--- src/rtl/rx_pkg.sv ---
// ---------------------------------------------------------------------------
// rx_pkg
// Shared definitions for the UART receiver (and its tx_module counterpart):
//   - clocks-per-bit constants for the common clock/baud combinations
//   - the receiver state encoding
//   - a 2-of-3 majority helper used when RX_MAJORITY_EN is defined
// ---------------------------------------------------------------------------
package rx_pkg;

    localparam logic [12:0] BPS_50MHz_9600   = 13'd5208;
    localparam logic [12:0] BPS_50MHz_115200 = 13'd434;
    localparam logic [12:0] BPS_12MHz_9600   = 13'd1250;
    localparam logic [12:0] BPS_12MHz_115200 = 13'd104;

    typedef enum logic [2:0] {
        IDLE      = 3'd0,
        START     = 3'd1,
        DATA      = 3'd2,
        STOP      = 3'd3,
        WAIT_HIGH = 3'd4
    } rx_state_t;

    function automatic logic majority3(input logic a, input logic b, input logic c);
        return (a & b) | (a & c) | (b & c);
    endfunction

endpackage

--- src/rtl/rx_bps_gen.sv ---
// ---------------------------------------------------------------------------
// rx_bps_gen
// Baud counter for the UART receiver. Counts 0..BPS/2-1 (half-bit select)
// or 0..BPS-1 (full-bit select), wraps, and strobes o_sample for one cycle
// at the end of each period.
// Build option: RX_MAJORITY_EN delays the strobe by one cycle so the
// receiver can decide on the majority of three samples centred on the
// nominal sample point.
//
// Ports:
//   clk        input   system clock, rising edge
//   rst_n      input   asynchronous active-low reset
//   i_clear    input   hold counter at zero, suppress strobe
//   i_half_sel input   1 = half-bit period, 0 = full-bit period
//   o_sample   output  one-cycle sample strobe
// ---------------------------------------------------------------------------
module rx_bps_gen #(
    parameter logic [12:0] BPS = 13'd434
) (
    input  logic clk,
    input  logic rst_n,
    input  logic i_clear,
    input  logic i_half_sel,
    output logic o_sample
);

    localparam logic [12:0] FULL_LAST = BPS - 13'd1;
    localparam logic [12:0] HALF_LAST = (BPS >> 1) - 13'd1;

    logic [12:0] r_count;
    logic [12:0] w_last;
    logic        w_hit;

    assign w_last = i_half_sel ? HALF_LAST : FULL_LAST;
    // >= rather than == so a counter left above a shorter period still wraps
    assign w_hit  = (r_count >= w_last);

    always_ff @(posedge clk or negedge rst_n) begin
        if (!rst_n) begin
            r_count <= 13'd0;
        end else if (i_clear || w_hit) begin
            r_count <= 13'd0;
        end else begin
            r_count <= r_count + 13'd1;
        end
    end

`ifdef RX_MAJORITY_EN
    logic r_hit_d;

    always_ff @(posedge clk or negedge rst_n) begin
        if (!rst_n) begin
            r_hit_d <= 1'b0;
        end else begin
            r_hit_d <= w_hit && !i_clear;
        end
    end

    assign o_sample = r_hit_d && !i_clear;
`else
    assign o_sample = w_hit && !i_clear;
`endif

endmodule

--- src/rtl/rx_module.sv ---
// ---------------------------------------------------------------------------
// rx_module
// UART 8N1 receiver. Synchronises rx_pin, detects the start edge, samples
// start/data/stop bits with rx_bps_gen and presents each good byte on
// rx_data with a one-cycle rx_done pulse. A low stop bit gives a one-cycle
// frame_err pulse and the receiver waits for the line to return high.
// Build option: RX_MAJORITY_EN -> 2-of-3 majority around each sample point.
//
// Ports:
//   clk        input      system clock, rising edge
//   rst_n      input      asynchronous active-low reset
//   rx_en_sig  input      receiver enable; low aborts any frame
//   rx_pin     input      asynchronous serial line, idles high
//   rx_data    output [8] last correctly framed byte
//   rx_done    output     one-cycle pulse when rx_data updated
//   frame_err  output     one-cycle pulse on a low stop bit
// ---------------------------------------------------------------------------
module rx_module
    import rx_pkg::*;
#(
    parameter logic [12:0] BPS = BPS_50MHz_115200
) (
    input  logic       clk,
    input  logic       rst_n,
    input  logic       rx_en_sig,
    input  logic       rx_pin,
    output logic [7:0] rx_data,
    output logic       rx_done,
    output logic       frame_err
);

    rx_state_t   r_state;
    rx_state_t   w_next_state;

    logic        r_sync1;
    logic        r_sync2;
    logic        r_sync3;
    logic [7:0]  r_shift;
    logic [2:0]  r_bit_idx;
    logic [7:0]  r_rx_data;
    logic        r_rx_done;
    logic        r_frame_err;

    logic        w_start_edge;
    logic        w_line;
    logic        w_sample;
    logic        w_clear;
    logic        w_half_sel;
    logic        w_shift_en;
    logic        w_load;
    logic        w_err;

    // Synchroniser flops reset high so releasing reset on an idle line does
    // not look like a falling edge.
    always_ff @(posedge clk or negedge rst_n) begin
        if (!rst_n) begin
            r_sync1 <= 1'b1;
            r_sync2 <= 1'b1;
            r_sync3 <= 1'b1;
        end else begin
            r_sync1 <= rx_pin;
            r_sync2 <= r_sync1;
            r_sync3 <= r_sync2;
        end
    end

    assign w_start_edge = r_sync3 & ~r_sync2;

`ifdef RX_MAJORITY_EN
    logic r_sync4;

    always_ff @(posedge clk or negedge rst_n) begin
        if (!rst_n) begin
            r_sync4 <= 1'b1;
        end else begin
            r_sync4 <= r_sync3;
        end
    end

    // The strobe arrives one cycle after the nominal point, so the three
    // newest samples straddle it.
    assign w_line = majority3(r_sync2, r_sync3, r_sync4);
`else
    assign w_line = r_sync2;
`endif

    rx_bps_gen #(
        .BPS        (BPS)
    ) u_bps_gen (
        .clk        (clk),
        .rst_n      (rst_n),
        .i_clear    (w_clear),
        .i_half_sel (w_half_sel),
        .o_sample   (w_sample)
    );

    always_ff @(posedge clk or negedge rst_n) begin
        if (!rst_n) begin
            r_state <= IDLE;
        end else begin
            r_state <= w_next_state;
        end
    end

    // The counter is not cleared on START -> DATA: it wraps at the half-bit
    // sample and already starts the first full bit from zero. Clearing there
    // would push later samples a cycle late when the decision is delayed.
    always_comb begin
        w_next_state = r_state;
        w_clear      = 1'b0;
        w_half_sel   = 1'b0;
        w_shift_en   = 1'b0;
        w_load       = 1'b0;
        w_err        = 1'b0;
        case (r_state)
            IDLE: begin
                w_clear    = 1'b1;
                w_half_sel = 1'b1;
                if (rx_en_sig && w_start_edge) begin
                    w_next_state = START;
                end
            end
            START: begin
                w_half_sel = 1'b1;
                if (!rx_en_sig) begin
                    w_next_state = IDLE;
                end else if (w_sample) begin
                    w_next_state = w_line ? IDLE : DATA;
                end
            end
            DATA: begin
                if (!rx_en_sig) begin
                    w_next_state = IDLE;
                end else if (w_sample) begin
                    w_shift_en = 1'b1;
                    if (r_bit_idx == 3'd7) begin
                        w_next_state = STOP;
                    end
                end
            end
            STOP: begin
                if (!rx_en_sig) begin
                    w_next_state = IDLE;
                end else if (w_sample) begin
                    if (w_line) begin
                        w_load       = 1'b1;
                        w_next_state = IDLE;
                    end else begin
                        w_err        = 1'b1;
                        w_next_state = WAIT_HIGH;
                    end
                end
            end
            WAIT_HIGH: begin
                w_clear = 1'b1;
                if (!rx_en_sig || r_sync2) begin
                    w_next_state = IDLE;
                end
            end
            default: begin
                w_next_state = IDLE;
            end
        endcase
    end

    // Data path: LSB arrives first, so bits enter at the top and move down.
    always_ff @(posedge clk or negedge rst_n) begin
        if (!rst_n) begin
            r_shift     <= 8'h00;
            r_bit_idx   <= 3'd0;
            r_rx_data   <= 8'h00;
            r_rx_done   <= 1'b0;
            r_frame_err <= 1'b0;
        end else begin
            if (w_shift_en) begin
                r_shift <= {w_line, r_shift[7:1]};
            end
            if (r_state != DATA) begin
                r_bit_idx <= 3'd0;
            end else if (w_shift_en) begin
                r_bit_idx <= r_bit_idx + 3'd1;
            end
            if (w_load) begin
                r_rx_data <= r_shift;
            end
            r_rx_done   <= w_load;
            r_frame_err <= w_err;
        end
    end

    assign rx_data   = r_rx_data;
    assign rx_done   = r_rx_done;
    assign frame_err = r_frame_err;

endmodule

--- config.mk ---
export PLATFORM = sky130hd
export DESIGN_NAME = rx_module
export DESIGN_NICKNAME = d
export VERILOG_FILES = /design/src/rtl/rx_pkg.sv /design/src/rtl/rx_bps_gen.sv /design/src/rtl/rx_module.sv
export SDC_FILE = /design/constraint.sdc
export NUM_CORES = 1
export LEC_CHECK = 0
export ABC_CLOCK_PERIOD_IN_PS = 3000
export CORE_MARGIN = 2
export CORE_UTILIZATION = 50
export DETAILED_ROUTE_END_ITERATION = 16
export PLACE_DENSITY = 0.7
export SYNTH_ARGS = -nofsm -noshare
export SYNTH_HDL_FRONTEND = slang
export SYNTH_SLANG_ARGS = --single-unit
--- constraint.sdc ---
create_clock -name clk -period 3 [get_ports clk]
set_input_delay 0.6 -clock clk [delete_from_list [all_inputs] [get_ports clk]]
set_output_delay 0.6 -clock clk [all_outputs]
set_load 0.03 [all_outputs]
==> results by group <==
Status
  • Outcome: complete, no violations

GRT
  • Initial antenna violation count: 0
  • First-pass GRT wire length: 5380 um
  • Tot GR Track Use: between 15 and 20%
  • Remaining global-route overflow: 0
  • Largest net degree at the start of global routing: 41
  • Vias in the first global route: 1170

Clocking
  • CTS tree: done
  • Cts repair resizes: 0
  • TritonCTS Buffers: 5
  • Clock buffer depth: 2
  • Postcts setup bufs: 0
  • Clk Latency, worst-skew pair: ~0.33 ns
  • Clock transition at the registers of the reported paths: roughly 0.11 ns
  • Root buffer cell: clkbuf_4
  • Hold Buf Count CTS: 0
  • Htree depth: 2
  • Clock sinks: 40

Power and ir drop
  • Pleak: 0.916 nW
  • Peak VDD IR: 0.000302 V
  • Total power: 0.971 mW
  • Cell Pwr Density: 471 mW/mm^2

Timing
  • Slew margin rel.: between 40% and 50%
  • Final Critical Period: 2.63 ns
  • Max Freq: between 300 and 400 MHz
  • Final setup vio count: 0
  • Slew Viols, Final: 0
  • RSZ-0062 raised after global routing: no
  • Setup TNS: 0 ns
  • Max Clock Skew: 0.00290 ns
  • Hold Vio Cnt, Final: 0
  • Tcrit/Tclk final: 87.6%
  • Setup ws final: between 0.3 and 0.4 ns
  • Measured slew at the worst slew-check pin: around 0.86 ns

Floorplanning
  • Die X: 64.4 um
  • CORE AREA: roughly 0.0034 sq mm
  • Number of placed I/O pins: 14
  • Initial Util: a little over half
  • Die Ht: 64.4 um
  • Die area: 0.00414 sq mm
  • Core Rows: 21

Route
  • DRT Pass-1 Iters: 4
  • # DRC: 0
  • Vias: 1070
  • Via density: 5.10
  • Drt first-iter violations: 38
  • DRT antenna net count: 0
  • DR WL/cell: 14.3 um
  • Post-Route WL: 2990 um

Finish
  • Finished Cell Area: 0.00206 sq mm
  • Ratio of cells with drive above 1 in the final layout: 21.3%
  • # fillers: 289
  • N_diodes: 0
  • Nets: 173
  • P&R area growth vs syn: 13.2%

Synthesis
  • Flops & latches, synth: 40
  • Seq/Total Area, Yosys: 55.2%
  • Number of flops mapped to enable cells by yosys: 0
  • Syn Area/Cell: 12.7 sq um
  • Yosys cell types: 38
  • Dominant synthesized flop cell: dfrtp_1
  • Syn Std Cell Area: 0.00182 sq mm
  • YS warnings: 0
  • Cells after Synth: 144
  • Share of synthesized registers carrying an async set or reset: 100%

Placement
  • Post-DP HPWL: 2140 um
  • Post-Place Setup Slack: 0.382 ns
  • Buffers on Ports: 13
  • Post-DP Area: just under 0.002 sq mm
  • RePlAce Congestion: 0.788

Job
  • Max Cap Violations: 0

Setup path
  • CP Launch Type: flip-flop
  • Critical path class: reg -> reg
  • CP arrival: 2.85 ns
  • Worst Path Required: about 3.2 ns
  • CP Max Fanout: 9
  • CP Capture Type: flip-flop

Hold path
  • Hold Path Class: reg -> reg
-- sequential cells by signal (all words and copies together) (netlist names), 3 cells and up --
name,flops
u_bps_gen.r_count,13
r_shift,8
r_state,3
rx_data,8
r_bit_idx,3
-- worst paths after layout --
| check | startpoint | endpoint | slack (ns) | depth (start not counted) |
|---|---|---|---|---|
| setup / recovery | r_state[2] | rx_data[1] | 0.37 | 8 |
| hold / removal | r_sync1 | r_sync2 | 0.36 | 0 |
| setup reg to reg | r_state[2] | rx_data[1] | 0.37 | 8 |
| hold reg to reg | r_sync1 | r_sync2 | 0.36 | 0 |
| max in group asynchronous | rst_n | r_shift[2] | 2.10 | 1 |
| min in group asynchronous | rst_n | u_bps_gen.r_count[2] | 0.37 | 1 |
-- logic make-up (layout without fill, tap and decap cells) --
logic type               after synthesis  in the layout  synth area share [%]
AO/OA/AOI/OAI                         13             13                  6.80
XOR/XNOR                               7              7                  3.37
adder cells (fa/ha/maj)                7              7                  4.74
buffers and inverters                  7             25                  2.27
flip-flops                            40             40                  55.2
multiplexers                          20             20                  13.9
other                                  1              3                 0.206
AND/OR/NAND/NOR                       49             49                  13.5
-- routing by layer --
layer  GRT usage [%]  up-vias  part of all wire, %
met5               0        -                    0
met4            6.38        0                  1.1
met3            4.23        4                  3.9
met2            27.2       21                   48
met1            23.0      517                   47
li1                -      528                    -
-- stage by stage --
step | instances | util, % | hold slack (ns)
2_1_floorplan | 146 | - | 0.304
3_3_place_gp | 202 | 58.1 | 0.346
3_5_place_dp | 202 | 58.1 | 0.348
4_1_cts | 210 | 60.4 | 0.371
5_1_grt | 210 | 60.4 | 0.370
6_report | 210 | 60.4 | 0.362
-- report_power, final --
part	total [mW]	switching, mW	leakage, nW	internal, mW
clock network	0.336	0.162	0.0422	0.175
registers	0.574	0.0156	0.539	0.558
logic	0.0604	0.0330	0.335	0.0275
-- placed cells by master, fill, tap and decap left out, types with 2 or more instances in the layout --
master,Yosys,final
nand2_1,12,12
conb_1,1,3
dfstp_2,3,3
o21ai_0,2,2
mux2_1,2,2
clkbuf_4,0,5
xor2_1,4,4
a21o_1,2,2
nor2b_1,3,3
and3_1,2,2
mux2_2,5,5
a21oi_4,2,2
nor3_1,3,3
nand3_1,4,4
nand4_1,4,4
nor2_1,14,14
inv_1,3,3
mux2i_1,4,4
xnor2_1,3,3
a21oi_1,2,2
clkdlybuf4s50_1,0,12
mux2_4,9,9
dfrtp_1,37,37
ha_1,6,6
-- synth_stat cells, types with 3 or more instances --
library cell	n	area share, %
inv_1	3	0.62
xor2_1	4	1.9
dfstp_2	3	4.3
mux2i_1	4	2.2
mux2_2	5	3.1
nand2_1	12	2.5
nor2b_1	3	1.0
ha_1	6	4.1
mux2_4	9	7.4
xnor2_1	3	1.4
dfrtp_1	37	51
nand3_1	4	1.1
nor2_1	14	2.9
nand4_1	4	1.4
nor3_1	3	0.82
-- worst max-delay path: stages (launching register included) --
cell and delay, ns:
dfrtp_1 0.44, nor2_2 0.24, inv_2 0.09, ha_1 0.28, or4b_4 0.50, o211ai_2 0.14, a21o_1 0.33, a21oi_4 0.18
mux2_4 0.33
-- final cells by class --
type	count	area [sq um]	share of cell area, %
Timing Repair Buffer	13	125	6.07
Clock buffer	6	41.3	2.00
Clock inverter	2	35.0	1.70
Inverter	4	15.0	0.728
Sequential cell	40	1000	48.7
Tap cell	46	57.6	2.79
Multi-Input combinational cell	99	783	38.0
(Power assumes the default switching activity.)
